===== src/rtl/seven_seg_scan.sv =====
// rtl/seven_seg_scan.sv - time-multiplexed seven-segment scan driver
// Captures hex nibbles into a shadow register and shows one digit per refresh tick.
module seven_seg_scan #(
    parameter int NUM_DIGITS     = 4,
    parameter int REFRESH_DIV    = 1000,
    parameter int SEG_ACTIVE_LOW = 0,
    parameter int AN_ACTIVE_LOW  = 0,
    parameter int BLANK_LEADING  = 0
) (
    input  logic                    clk,
    input  logic                    rst,
    input  logic                    en,
    input  logic                    load,
    input  logic [4*NUM_DIGITS-1:0] digits_in,
    input  logic [NUM_DIGITS-1:0]   dp_in,
    output logic [6:0]              seg,
    output logic                    dp,
    output logic [NUM_DIGITS-1:0]   an
);

    localparam int IDX_W = (NUM_DIGITS > 1) ? $clog2(NUM_DIGITS) : 1;
    localparam int PRE_W = (REFRESH_DIV > 1) ? $clog2(REFRESH_DIV) : 1;
    localparam logic [PRE_W-1:0] PRE_MAX = PRE_W'(REFRESH_DIV - 1);
    localparam logic [IDX_W-1:0] IDX_MAX = IDX_W'(NUM_DIGITS - 1);

    // XOR masks that turn the internal active-high levels into pin levels
    localparam logic [6:0]            SEG_INV = (SEG_ACTIVE_LOW != 0) ? 7'h7F : 7'h00;
    localparam logic                  DP_INV  = (SEG_ACTIVE_LOW != 0);
    localparam logic [NUM_DIGITS-1:0] AN_INV  = (AN_ACTIVE_LOW != 0) ? {NUM_DIGITS{1'b1}} : '0;

    logic [PRE_W-1:0]        r_pre;
    logic [IDX_W-1:0]        r_idx;
    logic [4*NUM_DIGITS-1:0] r_sh_dig;
    logic [NUM_DIGITS-1:0]   r_sh_dp;
    logic [6:0]              r_seg;
    logic                    r_dp;
    logic [NUM_DIGITS-1:0]   r_an;

    logic                    w_tick;
    logic [IDX_W-1:0]        w_nidx;
    logic [3:0]              w_nib;
    logic                    w_dp;
    logic                    w_nblank;
    logic                    w_lead;
    logic [NUM_DIGITS-1:0]   w_blank;
    logic [NUM_DIGITS-1:0]   w_onehot;
    logic [6:0]              w_seg;

    function automatic logic [6:0] seg_code(input logic [3:0] v);
        logic [6:0] c;
        case (v)
            4'h0: c = 7'h7E;
            4'h1: c = 7'h30;
            4'h2: c = 7'h6D;
            4'h3: c = 7'h79;
            4'h4: c = 7'h33;
            4'h5: c = 7'h5B;
            4'h6: c = 7'h5F;
            4'h7: c = 7'h70;
            4'h8: c = 7'h7F;
            4'h9: c = 7'h7B;
            4'hA: c = 7'h77;
            4'hB: c = 7'h1F;
            4'hC: c = 7'h4E;
            4'hD: c = 7'h3D;
            4'hE: c = 7'h4F;
            4'hF: c = 7'h47;
        endcase
        return c;
    endfunction

    assign w_tick = en && (r_pre == PRE_MAX);
    assign w_nidx = (r_idx == IDX_MAX) ? '0 : r_idx + 1'b1;

    always_comb begin
        w_nib    = 4'h0;
        w_dp     = 1'b0;
        w_nblank = 1'b0;
        w_onehot = '0;
        for (int k = 0; k < NUM_DIGITS; k++) begin
            if (w_nidx == IDX_W'(k)) begin
                w_nib       = r_sh_dig[4*k +: 4];
                w_dp        = r_sh_dp[k];
                w_nblank    = w_blank[k];
                w_onehot[k] = 1'b1;
            end
        end
    end

    // A digit is a leading zero when it and every digit above it are zero
    always_comb begin
        w_blank = '0;
        w_lead  = 1'b1;
        for (int k = NUM_DIGITS - 1; k >= 1; k--) begin
            w_lead     = w_lead & (r_sh_dig[4*k +: 4] == 4'h0);
            w_blank[k] = (BLANK_LEADING != 0) && w_lead;
        end
    end

    assign w_seg = w_nblank ? 7'h00 : seg_code(w_nib);

    always_ff @(posedge clk) begin
        if (rst) begin
            r_pre    <= '0;
            r_idx    <= IDX_MAX;
            r_sh_dig <= '0;
            r_sh_dp  <= '0;
            r_seg    <= SEG_INV;
            r_dp     <= DP_INV;
            r_an     <= AN_INV;
        end else begin
            if (load) begin
                r_sh_dig <= digits_in;
                r_sh_dp  <= dp_in;
            end
            if (!en) begin
                r_pre <= '0;
                r_seg <= SEG_INV;
                r_dp  <= DP_INV;
                r_an  <= AN_INV;
            end else if (w_tick) begin
                r_pre <= '0;
                r_idx <= w_nidx;
                r_seg <= w_seg ^ SEG_INV;
                r_dp  <= w_dp ^ DP_INV;
                r_an  <= w_onehot ^ AN_INV;
            end else begin
                r_pre <= r_pre + 1'b1;
            end
        end
    end

    assign seg = r_seg;
    assign dp  = r_dp;
    assign an  = r_an;

endmodule


===== config.mk =====
export PLATFORM = sky130hd
export DESIGN_NAME = seven_seg_scan
export DESIGN_NICKNAME = d
export VERILOG_FILES = /design/src/rtl/seven_seg_scan.sv
export SDC_FILE = /design/constraint.sdc
export NUM_CORES = 1
export LEC_CHECK = 0
export CORE_MARGIN = 1.5
export CORE_UTILIZATION = 45
export CTS_CLUSTER_DIAMETER = 150
export DETAILED_ROUTE_END_ITERATION = 7
export DONT_BUFFER_PORTS = 1
export GPL_ROUTABILITY_DRIVEN = 0
export GPL_TIMING_DRIVEN = 1
export HOLD_SLACK_MARGIN = 0.06
export PLACE_DENSITY = 0.59
export SYNTH_ARGS = -nofsm -noshare
export SYNTH_HDL_FRONTEND = slang
export SYNTH_SLANG_ARGS = --single-unit

===== constraint.sdc =====
create_clock -name clk -period 3.2 [get_ports clk]
set_clock_uncertainty 0.15 [all_clocks]
set_input_delay 0.64 -clock clk [delete_from_list [all_inputs] [get_ports clk]]
set_output_delay 0.64 -clock clk [all_outputs]
set_load 0.005 [all_outputs]

# Word level (Yosys, flattened, before mapping)
# Memory sizes are Yosys's and may differ from the RTL's. A register that Yosys moved wholly into a read port is not among the register bits.
# Index checks and enable logic that the tools add are counted.
[totals] mem_count=1 latchBits=0 in_bits=24 elab_cells=33 output_inout_bits=12 mem_bits_rw=0 regBits=37 romBits=112
[mem_list] memory="(no name shown)" depth=16 width=7 read_ports=1 rd_clocked_by_memory_dff=1 wr=0 line="51" source="case (v)"
[op_classes] n_reduce_logical=5 n_lt_le_gt_ge=0 bitwise=1 n_mul=0 div_mod_pow=0 add_sub_neg=2 eq_ne=5 shift=0 muxes=13
[ops] operator="$mux 4" n=4
[ops] operator="$add 10x1->10 const B" n=1
[ops] operator="$eq 10x10->1 const B" n=1
[ops] operator="$mux 1" n=8
[ops] operator="$eq 2x2->1 const B" n=3
[ops] operator="$reduce_or 3->1" n=1
[ops] operator="$add 2x1->2 const B" n=1
[ops] operator="$eq 2x1->1 const B" n=1
[ops] operator="$logic_not 2->1" n=1
[ops] operator="$mux 2" n=1
[ops] operator="$reduce_and 2->1" n=1
[ops] operator="$reduce_or 2->1" n=1
[ops] operator="$logic_and 1x1->1" n=1
[ops] operator="$not 1->1" n=1

# Longest topological paths before layout
# Gate-level depths: netlist of run 1.
[logic_depth] word_depth=7 mapped_depth=11 ltp_nobuf=10

# Worst setup path before layout of run 1
# No wires, ideal clock.
[synth_timing] kind="register to register" from="reg r_idx[0]" to="reg r_seg[0] (netlist: seg[0])" n_path_buf=1 synth_period_minus_slack_ns=2.330 setup_ns=0.117 arrival_time_ns=2.063 path_stages_with_launch=12 setup_slack_ns=0.870 t_required_ns=2.933 path_cell_list="dfxtp_1 -> inv_1 -> ha_1 -> buf_2 -> a211o_1 -> a21oi_1 -> nor2_1 -> inv_1 -> ha_1 -> nand2_1 -> a21o_1 -> a32o_1"
[synth_via] elab_chain_cells=7 word_cells_on_any_way=11 cone_classes="add/sub: 1; eq/ne: 4; mux: 5; reduce/logical: 1"
[synth_rtl] item="start, declared" line="32" source="logic [IDX_W-1:0] r_idx;"
[synth_rtl] item="start signal, assigned" line="123" source="r_idx <= w_nidx;"
[synth_rtl] item="$add 2x1->2 or $eq 2x2->1 (tied branches)" line="73" source="assign w_nidx = (r_idx == IDX_MAX) ? '0 : r_idx + 1'b1;"
[synth_rtl] item="$mux 2 (*)" line="73"
[synth_rtl] item="$logic_not 2->1" line="81" source="if (w_nidx == IDX_W'(k)) begin"
[synth_rtl] item="$mux 4 (3 in a row)" line="81"
[synth_rtl] item="$mux 4 (*)" line="81"
[synth_rtl] item="end, declared" line="35" source="logic [6:0] r_seg;"
# Mark *: on every way between the ends. The rest lies on a longest branch, timed or not.
# A chain may end at the register's enable or synchronous reset.

# Final worst setup path of run 1
# Ends and elaborated chain as after synthesis.

==> flow_metrics.env, run 1 <==
export IMPL_outcome="complete, no violations"
export IMPL_ios=36
export IMPL_dieArea_um2=5050
export IMPL_ir_drop_mv=0.266
export IMPL_hpwl_um=3110
export IMPL_dp_slack_ns=0.616
export IMPL_holdBufCountCts=0
export IMPL_path_max_fanout=13
export IMPL_drive_gt1_frac=0.0545
export IMPL_hold_path_class="input pin to register"
export IMPL_drt_iter0_drc=75
export IMPL_p_per_area_nw_per_um2=452
export IMPL_routed_wl_um=4170
export IMPL_fmax_mhz=384
export IMPL_port_buffers=0
export IMPL_relSlewSlack=0.587
export IMPL_synth_warnings=0
export IMPL_startpoint_type="register"
export IMPL_hold_viol_final=0
export IMPL_finalCriticalPeriod_ns=2.60
export IMPL_fin_area_um2=2190
export IMPL_rows=24
export IMPL_ant_nets=0
export IMPL_antenna_found_initial=0
export IMPL_syn_nets=257
export IMPL_synth_avg_cell_area_um2=9.43
export IMPL_tns_ns=0
export IMPL_synth_seq_cells=44
export IMPL_ys_types=39
export IMPL_synth_async_reset_ratio=0
export IMPL_remaining_drc_errors=0
export IMPL_layout_setup_ws_ns=0.599
export IMPL_grt_max_degree=26
export IMPL_wl_per_cell_um=15.3
export IMPL_num_vias=1533
export IMPL_grt_overflow=0
export IMPL_syn2layout_area_growth_pct=5.22
export IMPL_max_slew_worst_pin_slew_ns=0.620
export IMPL_synth_seq_area_share=0.423
export IMPL_required_ns=3.24
export IMPL_setup_viol=0
export IMPL_cts_buffer_depth=2
export IMPL_h_tree_depth=2
export IMPL_path_class="register to register"
export IMPL_max_cap_violations=0
export IMPL_rsz0062_at_grt="false"
export IMPL_end_kind="register"
export IMPL_gr_usage_all_layers=0.177
export IMPL_ys_flop_type="dfxtp_1"
export IMPL_drv_slew=0
export IMPL_ctsRootBufferMaster="clkbuf_8"
export IMPL_grt_pass1_vias=1511
export IMPL_initial_core_util=0.472
export IMPL_placedInstanceArea_um2=2100
export IMPL_cts_sinks=44
export IMPL_viasPerCell=5.64
export IMPL_grt_first_pass_wirelength_um=7040
export IMPL_syn_area_um2=2080
export IMPL_die_w_um=71.1
export IMPL_dr_pass1_iters=4
export IMPL_post_cts_resized=0
export IMPL_cts_made_buffers=5
export IMPL_synth_edff_count=0
export IMPL_post_cts_setup_buffers=0
export IMPL_worstPathArrival_ns=2.64
export IMPL_syn_instance_count=221
export IMPL_cts_tree="yes"
export IMPL_core_area_um2=4410
export IMPL_nNetsFinal=255
export IMPL_finalCritPeriodShare=0.813
export IMPL_num_antenna_cells=0
export IMPL_die_h_um=71.1
export IMPL_p_leak_uw=0.000901
export IMPL_clk_pin_slew_ns=0.08
export IMPL_worstSkewPairLatency_ns=0.29
==> worst max-delay path: stages (launching register included) <==
cell and delay, ns:
dfxtp_1 0.40, inv_1 0.09, ha_1 0.36, a211o_1 0.32
a21oi_1 0.20, nor2_1 0.15, inv_1 0.17, ha_1 0.19
nand2_1 0.05, a21o_1 0.18, a32o_1 0.24
==> stage by stage <==
| stage | cells | power (uW) | hold WS [ns] | util |
|---|---|---|---|---|
| after floorplan | 221 | 647 | 0.276 | - |
| after global placement | 264 | 652 | 0.295 | 0.476 |
| after detailed placement | 264 | 655 | 0.306 | 0.476 |
| after CTS | 272 | 1000 | 0.254 | 0.497 |
| after global routing | 272 | 1040 | 0.242 | 0.497 |
| final | 272 | 990 | 0.267 | 0.497 |
==> cell families (layout without fill, tap and decap cells) <==
kind of cell	after synthesis	in the layout	synth area share
muxes	22	22	0.106
buffers and inverters	14	13	0.0312
AOI/OAI and AO/OA	35	35	0.137
adders and majority gates	12	12	0.0720
xor gates and xnor gates	8	8	0.0336
and+or+nand+nor	86	86	0.198
DFF	44	44	0.423
==> layout by cell type, fill, tap and decap left out, types with 2 or more instances in the layout <==
cell type,synthesis,routed
a211o_1,3,3
a21oi_1,6,6
a22o_1,7,7
a32o_1,3,3
and3_1,5,5
clkbuf_1,4,2
clkbuf_8,0,6
dfxtp_1,44,44
ha_1,12,12
inv_1,5,5
mux2i_1,22,22
nand2_1,16,16
nand2b_1,4,4
nand3_1,4,4
nand3b_1,3,3
nor2_1,38,38
nor2b_1,5,5
nor3_1,3,3
nor3b_1,3,3
o211ai_1,2,2
o21ai_0,4,4
xnor2_1,5,5
xor2_1,3,3
==> where the power goes <==
| group | internal [uW] | switching [uW] | total [uW] | leakage [uW] |
|---|---|---|---|---|
| logic | 31.2 | 37.1 | 68.4 | 0.000497 |
| registers | 563 | 10.9 | 574 | 0.000359 |
| clock network | 176 | 172 | 348 | 0.0000455 |
==> final timing paths <==
check            from     endpoint  slack (ns)  cells past startpoint
min reg2reg  r_pre[0]     r_pre[0]        0.32                      1
max          r_idx[0]       seg[0]        0.60                     10
max reg2reg  r_idx[0]       seg[0]        0.60                     10
min               rst  r_sh_dig[3]        0.27                      1
==> area by class of cell <==
cell class              count  area [um^2]
multi-input cells         163         1140
flip-flops and latches     44          881
clock buffers               8         90.1
well taps                  52         65.1
fillers                   429         2220
inverters                   5         18.8
==> synth_stat cells (2+ instances only) <==
cell type	n	area [um^2]
nand3b_1	3	22.5
buf_2	4	20.0
dfxtp_1	44	881
clkbuf_1	4	15.0
o211ai_1	2	15.0
a211o_1	3	26.3
a21oi_1	6	30.0
a32o_1	3	30.0
inv_1	5	18.8
nor2_1	38	143
nand2_1	16	60.1
mux2i_1	22	220
nor3_1	3	15.0
a22o_1	7	61.3
xnor2_1	5	43.8
nor3b_1	3	22.5
nand2b_1	4	25.0
xor2_1	3	26.3
nand3_1	4	20.0
o21ai_0	4	20.0
ha_1	12	150
nor2b_1	5	31.3
and3_1	5	31.3
==> state kept, by name (all words and copies together), names as in the netlist <==
register	count
seg	7
dp	1
r_sh_dig	16
r_idx	2
an	4
r_pre	10
r_sh_dp	4
==> per-layer routing <==
metal  GRT usage  wire length (um)  part of all wire  vias up
li1            -                 -                 -      771
met1       0.217              1970              0.47      727
met2       0.291              1940              0.47       29
met3      0.0613               191             0.046        6
met4      0.0629                64             0.015        0
met5           0                 0                 0        -
No activity file was read; power rests on OpenSTA's default activity.
==> inputs of run 2 (changes only) <==
--- a/config.mk
+++ b/config.mk
@@ -13,7 +13,7 @@
 export GPL_ROUTABILITY_DRIVEN = 0
 export GPL_TIMING_DRIVEN = 1
 export HOLD_SLACK_MARGIN = 0.06
-export PLACE_DENSITY = 0.59
+export PLACE_DENSITY = 0.61
 export SYNTH_ARGS = -nofsm -noshare
 export SYNTH_HDL_FRONTEND = slang
 export SYNTH_SLANG_ARGS = --single-unit
==> constraint.sdc (replaced) <==
create_clock -name clk -period 2.2 [get_ports clk]
set_clock_uncertainty 0.15 [all_clocks]
set_input_delay 0.44 -clock clk [delete_from_list [all_inputs] [get_ports clk]]
set_output_delay 0.44 -clock clk [all_outputs]
set_load 0.005 [all_outputs]
==> flow_metrics.env, run 2 (synthesis gave the netlist of run 1 again) <==
export IMPL_outcome="finished, violations left"
export IMPL_failed_checks="setup timing"
export IMPL_finalCritPeriodShare=1.01
export IMPL_drt_iter0_drc=102
export IMPL_drive_gt1_frac=0.283
export IMPL_dr_pass1_iters=4
export IMPL_min_delay_path_depth=1
export IMPL_crit_family="compound AO/OA/AOI/OAI gates"
export IMPL_setup_viol=2
export IMPL_max_stage_delay_ns=0.38
export IMPL_r2r_end="seg[0]"
export IMPL_critPathSlowestCell="dfxtp_4"
export IMPL_cts_made_buffers=5
export IMPL_routed_wl_um=4740
export IMPL_layout_setup_ws_ns=-0.0272
export IMPL_viasPerCell=5.48
export IMPL_worstHoldEndpoint="r_sh_dig[12]"
export IMPL_fillers=390
export IMPL_crit_buf_inv=1
export IMPL_max_slew_worst_pin_slew_ns=0.695
export IMPL_syn2layout_area_growth_pct=26.6
export IMPL_instances_no_fill=303
export IMPL_p_per_area_nw_per_um2=567
export IMPL_cts_buffer_depth=2
export IMPL_drv_slew=0
export IMPL_required_ns=2.23
export IMPL_top_register="r_sh_dig"
export IMPL_cts_tree="yes"
export IMPL_gr_usage_all_layers=0.181
export IMPL_cp_cell_sequence="ha_2 > nor2b_4 > a221o_1 > a22o_4 > inv_4 > ha_4 > nand2_1 > a21o_1 > a32o_1"
export IMPL_remaining_drc_errors=0
export IMPL_core_area_um2=4410
export IMPL_die_h_um=71.1
export IMPL_r2r_worst_path_cells=9
export IMPL_dieArea_um2=5050
export IMPL_end_kind="register"
export IMPL_nNetsFinal=286
export IMPL_die_w_um=71.1
export IMPL_ant_nets=0
export IMPL_rows=24
export IMPL_antenna_found_initial=0
export IMPL_finalCriticalPeriod_ns=2.23
export IMPL_regArea_um2=888
export IMPL_largest_reg_flops=16
export IMPL_initial_core_util=0.472
export IMPL_holdBufCountCts=0
export IMPL_ctsRootBufferMaster="clkbuf_8"
export IMPL_fin_area_um2=2640
export IMPL_tns_ns=-0.0303
export IMPL_p_leak_uw=0.00107
export IMPL_ios=36
export IMPL_h_tree_depth=2
export IMPL_worstHoldStart="rst"
export IMPL_grt_max_degree=26
export IMPL_wl_per_cell_um=15.6
export IMPL_fmax_mhz=449
export IMPL_grt_overflow=0
export IMPL_cts_sinks=44
export IMPL_rsz0062_at_grt="true"
export IMPL_placedInstanceArea_um2=2290
export IMPL_num_vias=1661
export IMPL_place_inst=288
export IMPL_worstSkewPairLatency_ns=0.28
export IMPL_relSlewSlack=0.535
export IMPL_multiInputGateArea_um2=1320
export IMPL_path_max_fanout=5
export IMPL_clk_pin_slew_ns=0.08
export IMPL_startpoint_type="register"
export IMPL_max_cap_violations=0
export IMPL_hold_viol_final=0
export IMPL_hold_path_class="input pin to register"
export IMPL_mostFrequentLayoutCells="dfxtp_1 (42), nor2_1 (33), buf_4 (27)"
export IMPL_port_buffers=0
export IMPL_grt_first_pass_wirelength_um=7450
export IMPL_path_class="register to register"
export IMPL_layout_commonest_cell="dfxtp_1"
export IMPL_worstPathArrival_ns=2.26
export IMPL_num_antenna_cells=0
export IMPL_reg2reg_setup_slack_ns=-0.03
export IMPL_ir_drop_mv=0.355
export IMPL_hpwl_um=3330
export IMPL_rr_startpoint="r_idx[0]"
export IMPL_grt_pass1_vias=1704
## run 2: changes by cell type in the layout (fill, tap and decap cells not counted), moves of 3 or more
cell | before | now
buf_4 | 0 | 27
ha_1 | 12 | 3
ha_4 | 0 | 7
nor2_1 | 38 | 33
buf_6 | 0 | 4
inv_1 | 5 | 1
inv_4 | 0 | 4
nor2_4 | 0 | 3
## run 2: final cells by class
class                           instances  area share
Multi-Input combinational cell        163       0.500
Timing Repair Buffer                   31      0.0939
Clock buffer                            8      0.0341
Tap cell                               52      0.0247
Sequential cell                        44       0.337
Inverter                                5      0.0109
## run 2: worst register-to-register path: cells and delay by family, from the launching register on
family,cells,cell delay (ns)
adders and majority gates,2,0.34
AOI/OAI and AO/OA,4,0.97
and+or+nand+nor,2,0.19
buffers and inverters,1,0.11
DFF,1,0.38
## run 2: how the worst max path moves through the flow
stage	slack (ns)	end	depth (start not counted)	from
after floorplan	-0.02	seg[0]	10	r_idx[0]
final	-0.03	seg[0]	9	r_idx[0]
after detailed placement	-0.12	seg[6]	8	r_idx[1]
after global routing	-0.09	seg[3]	9	r_idx[0]
after global placement	-0.03	seg[6]	8	r_idx[1]
after CTS	-0.02	seg[3]	12	r_idx[0]
## run 2: per-layer routing
layer	share of wire	vias up	track usage
met5	0	-	0
met4	0.013	0	0.0524
met3	0.029	6	0.0442
met2	0.49	24	0.324
met1	0.46	799	0.215
li1	-	832	-
## run 2: stage by stage
step / setup WS, ns / hold slack (ns) / power [uW] / util
after floorplan: -0.0249 / 0.276 / 943 / -
after global placement: -0.0342 / 0.294 / 965 / 0.519
after detailed placement: -0.117 / 0.306 / 970 / 0.519
after CTS: -0.0159 / 0.0632 / 1480 / 0.556
after global routing: -0.0940 / 0.0609 / 1560 / 0.598
final: -0.0272 / 0.0761 / 1500 / 0.598
## run 2: timing repair
item / in CTS / in global routing
endpoints found under the setup margin: 7 / 7
buffers inserted: 2 / 5
endpoints found under the hold margin: 0 / 0
pin swaps: 5 / 8
gates resized for setup: 15 / 32
## run 2: power breakdown
| part | switching, uW | internal [uW] | total, uW |
|---|---|---|---|
| Sequential | 15.5 | 817 | 832 |
| Combinational | 76.8 | 79.5 | 156 |
| Clock | 250 | 256 | 507 |
| Total | 343 | 1150 | 1500 |
